### config.mk
export PLATFORM = sky130hd
export DESIGN_NAME = rr_dispatcher
export DESIGN_NICKNAME = d
export VERILOG_FILES = /design/src/rtl/rr_dispatcher.sv
export SDC_FILE = /design/constraint.sdc
export NUM_CORES = 1
export LEC_CHECK = 0
export BUFFER_PORTS_ARGS = -buffer_cell sky130_fd_sc_hd__buf_2
export CAP_MARGIN = 20
export CORE_MARGIN = 5
export CORE_UTILIZATION = 45
export CTS_BUF_LIST = sky130_fd_sc_hd__clkbuf_16
export CTS_CLUSTER_SIZE = 16
export DETAILED_ROUTE_END_ITERATION = 7
export PLACE_DENSITY = 0.84
export RECOVER_POWER = 25
export SLEW_MARGIN = 0
export SYNTH_ARGS = -nofsm -noshare
export SYNTH_HDL_FRONTEND = slang
export SYNTH_SLANG_ARGS = --single-unit
### constraint.sdc
create_clock -name clk -period 2.4 [get_ports clk]
set_clock_uncertainty 0.2 [all_clocks]
set_input_delay 0.36 -clock clk [delete_from_list [all_inputs] [get_ports clk]]
set_output_delay 0.36 -clock clk [all_outputs]
set_load 0.01 [all_outputs]
### src/rtl/rr_dispatcher.sv
// Round-robin dispatcher: steers each accepted input beat to one of N one-entry lane registers.
// Latency 1 cycle to lane output; input stalls only when every lane is full and not draining.
module rr_dispatcher #(
  parameter int N_LANES = 4,
  parameter int WIDTH   = 8
) (
  input  logic                       clk,
  input  logic                       reset,
  input  logic                       io_in_valid,
  output logic                       io_in_ready,
  input  logic [WIDTH-1:0]           io_in_bits,
  output logic                       io_out_0_valid,
  input  logic                       io_out_0_ready,
  output logic [WIDTH-1:0]           io_out_0_bits,
  output logic                       io_out_1_valid,
  input  logic                       io_out_1_ready,
  output logic [WIDTH-1:0]           io_out_1_bits,
  output logic                       io_out_2_valid,
  input  logic                       io_out_2_ready,
  output logic [WIDTH-1:0]           io_out_2_bits,
  output logic                       io_out_3_valid,
  input  logic                       io_out_3_ready,
  output logic [WIDTH-1:0]           io_out_3_bits,
  output logic [$clog2(N_LANES)-1:0] io_chosen
);

  localparam int SEL_W = $clog2(N_LANES);

  logic [N_LANES-1:0] full;
  logic [N_LANES-1:0] out_rdy;
  logic [N_LANES-1:0] avail;
  logic [WIDTH-1:0]   data [N_LANES];
  logic [SEL_W-1:0]   last;
  logic [SEL_W-1:0]   sel;
  logic [SEL_W-1:0]   hi_idx;
  logic [SEL_W-1:0]   lo_idx;
  logic               hi_found;
  logic               lo_found;
  logic               in_fire;

  assign out_rdy = {io_out_3_ready, io_out_2_ready, io_out_1_ready, io_out_0_ready};

  // A lane draining this cycle can be refilled in the same cycle.
  assign avail = ~full | out_rdy;

  always_comb begin
    hi_found = 1'b0;
    lo_found = 1'b0;
    hi_idx   = '0;
    lo_idx   = '0;
    for (int i = N_LANES - 1; i >= 0; i--) begin
      if (avail[i]) begin
        lo_found = 1'b1;
        lo_idx   = SEL_W'(i);
        if (i > int'(last)) begin
          hi_found = 1'b1;
          hi_idx   = SEL_W'(i);
        end
      end
    end
  end

  assign sel         = hi_found ? hi_idx : (lo_found ? lo_idx : SEL_W'(N_LANES - 1));
  assign io_in_ready = |avail;
  assign io_chosen   = sel;
  assign in_fire     = io_in_valid && io_in_ready;

  always_ff @(posedge clk) begin
    if (!reset) begin
      full <= '0;
      last <= '0;
      for (int k = 0; k < N_LANES; k++) begin
        data[k] <= '0;
      end
    end else begin
      for (int k = 0; k < N_LANES; k++) begin
        if (in_fire && (sel == SEL_W'(k))) begin
          full[k] <= 1'b1;
          data[k] <= io_in_bits;
        end else if (full[k] && out_rdy[k]) begin
          full[k] <= 1'b0;
        end
      end
      if (in_fire) begin
        last <= sel;
      end
    end
  end

  assign io_out_0_valid = full[0];
  assign io_out_1_valid = full[1];
  assign io_out_2_valid = full[2];
  assign io_out_3_valid = full[3];
  assign io_out_0_bits  = data[0];
  assign io_out_1_bits  = data[1];
  assign io_out_2_bits  = data[2];
  assign io_out_3_bits  = data[3];

endmodule

==> results.json <==
{
  "grt_usage_pct": 15.75,
  "worstSetupEndpointType": "output pin",
  "root_buffer": "clkbuf_16",
  "ys_warn_count": 0,
  "r2r-start": "full[2]",
  "ys_types": 34,
  "ios": 54,
  "worst_skew_pair.late_latency_ps": 290,
  "worst-path-buf-inv": 2,
  "regArea_um2": 1081,
  "power_density_nw_per_um2": 874.5,
  "critPathLaunchType": "register",
  "final_cell_mix": "edfxtp_1 (32), clkbuf_1 (27), buf_2 (26)",
  "diodes": 0,
  "core_um2": 3689,
  "min_period_ps": 2285,
  "cpPeakStageDelay_ps": 390,
  "cts.clk_slew.worst_paths_ps": 50,
  "place.gp.congestion": 0.9944,
  "synth_nets": 144,
  "cts_tree": "built",
  "hold_class": "input port to register",
  "r2r_setup_slack_ps": 350,
  "cap_violations": 0,
  "fin_cells": 239,
  "worst_ep_required_time_ps": 1840,
  "clock-sinks": 38,
  "finalMaxSlewViolations": 0,
  "wl_met2_mm": 1.769,
  "relSlewSlack_pct": 72.60,
  "dp_cells": 231,
  "fillers": 307,
  "dieArea_um2": 5189,
  "avgSynthCellArea_um2": 13.42,
  "drt_pass1_iterations": 4,
  "drt_iter0_markers": 132,
  "finalHoldViolations": 0,
  "worstHoldStart": "io_out_2_ready",
  "rows": 22,
  "layout_commonest_cell": "edfxtp_1",
  "finalSetupViolCount": 0,
  "areaGrowthSynthToFinish_pct": 27.38,
  "grt_pass1_vias": 1218,
  "ir_drop_uv": 369.6,
  "fin_crit_sh_pct": 95.20,
  "path_cells": "nor2b_1 > a221oi_1 > o21a_2 > inv_2 > buf_2",
  "synth_flop_cell": "edfxtp_1",
  "post_cts_buffers": 0,
  "wl_met1_mm": 1.575,
  "cts_resized": 0,
  "r2r-end": "data[2][6]",
  "status": "finished, final reports clean",
  "hold_end": "full[2]",
  "cts-buffers-inserted": 5,
  "crit_fanout": 9,
  "async_flop_share_pct": 0,
  "netlist_instances": 129,
  "power.total_mw": 1.929,
  "grt_overflow": 0,
  "synth-edff-count": 32,
  "wl_met3_um": 486,
  "tightest_slew_ps": 409.5,
  "portBuffers": 53,
  "max_clock_freq_mhz": 437.7,
  "syn_area_um2": 1732,
  "routed.top_layer": "met4",
  "drc": 0,
  "antenna_left": 0,
  "routed_via_density": 5.439,
  "holdPathStages": 4,
  "crit_arrival_ps": 1720,
  "critPathKind": "register to output pin",
  "die_h_um": 72.04,
  "htree_levels": 2,
  "hpwl_mm": 2.859,
  "wl_per_cell_um": 16.41,
  "rsz0062_at_grt": "no",
  "grt_pass1_wl_mm": 6.078,
  "cp_top_family": "flip-flops",
  "start_util_pct": 46.95,
  "postCtsHoldBufs": 0,
  "cp_slowest_cell": "dfxtp_1",
  "synth-seq-cells": 38,
  "multi_input_area_um2": 558.0,
  "yosysSeqAreaShare_pct": 62.43,
  "vias": 1300,
  "grt_max_degree": 20,
  "fp.dieW_um": 72.04,
  "antenna_found_initial": 0,
  "clk_path_buf_depth": 2,
  "wirelength_mm": 3.922,
  "final_nets": 205,
  "rr_worst_depth": 6,
  "p_leak_nw": 0.8111,
  "drive_gt1_share_pct": 32.46
}
## per-layer routing
layer / global-route usage, % / vias up
li1: - / 609
met1: 20.30 / 585
met2: 24.39 / 98
met3: 3.740 / 8
met4: 8.768 / 0
met5: 0 / -
## state kept, by name (all words and copies together), names as in the netlist
| register | flops |
|---|---|
| data | 32 |
| full | 4 |
| last | 2 |
## metrics by stage
step / hold WS (ps) / setup TNS (ps) / util [%] / area, um2 / setup slack [ps]
finish: 221.7 / 0 / 59.80 / 2206 / 115.2
global route: 233.4 / 0 / 59.80 / 2206 / 79.63
CTS: 218.2 / 0 / 60.72 / 2240 / 130.3
detailed placement: 357.6 / 0 / 55.60 / 2051 / 279.6
global placement: 362.9 / 0 / 55.60 / 2051 / 312.5
floorplan: 309.6 / -408.9 / - / 1732 / -25.55
## cell usage after synthesis, types with 3 or more instances
| cell | count | area share, % |
|---|---|---|
| buf_6 | 3 | 2.0 |
| dfxtp_1 | 6 | 6.9 |
| edfxtp_1 | 32 | 55 |
| nand2_1 | 12 | 2.6 |
| nor3_1 | 22 | 6.4 |
| nor3_2 | 9 | 5.2 |
| o21ai_0 | 9 | 2.6 |
## final cells by class
class                   count  area share [%]
inverters                   3          0.5105
well taps                  48           2.723
multi-input cells          79           25.30
clock inverters             3           2.893
clock buffers               5           5.672
repair buffers             63           13.90
flip-flops and latches     38           49.01
## tightest hold or removal path, stage by stage
cell     delay (ps)
buf_2            90
nor2b_1          70
nand2_1          70
o21ai_0          60
## report_power, final
part	switching, mW	internal, mW	total [mW]	leakage (nW)
clock network	0.248	0.591	0.839	0.0915
logic	0.188	0.100	0.288	0.335
registers	0.0239	0.778	0.802	0.385
## kinds of logic (layout without fill, tap and decap cells)
family / Yosys count / count (layout) / share of synthesized area [%]
AND/OR/NAND/NOR: 57 / 57 / 22.25
flip-flops: 38 / 38 / 62.43
AO/OA/AOI/OAI: 22 / 22 / 9.972
buffers and inverters: 12 / 74 / 5.346
## how the worst max path moves through the flow
stage / start / end / slack (ps) / depth (start not counted)
after CTS: full[2] / io_chosen[0] / 130 / 5
after floorplan: full[3] / data[1][0] / -30 / 5
after global routing: full[2] / io_chosen[0] / 80 / 5
final: full[2] / io_chosen[0] / 120 / 5
after detailed placement: io_out_3_ready / data[2][2] / 280 / 7
after global placement: io_out_2_ready / data[1][1] / 310 / 6
Power figures use the tool's default switching activity.
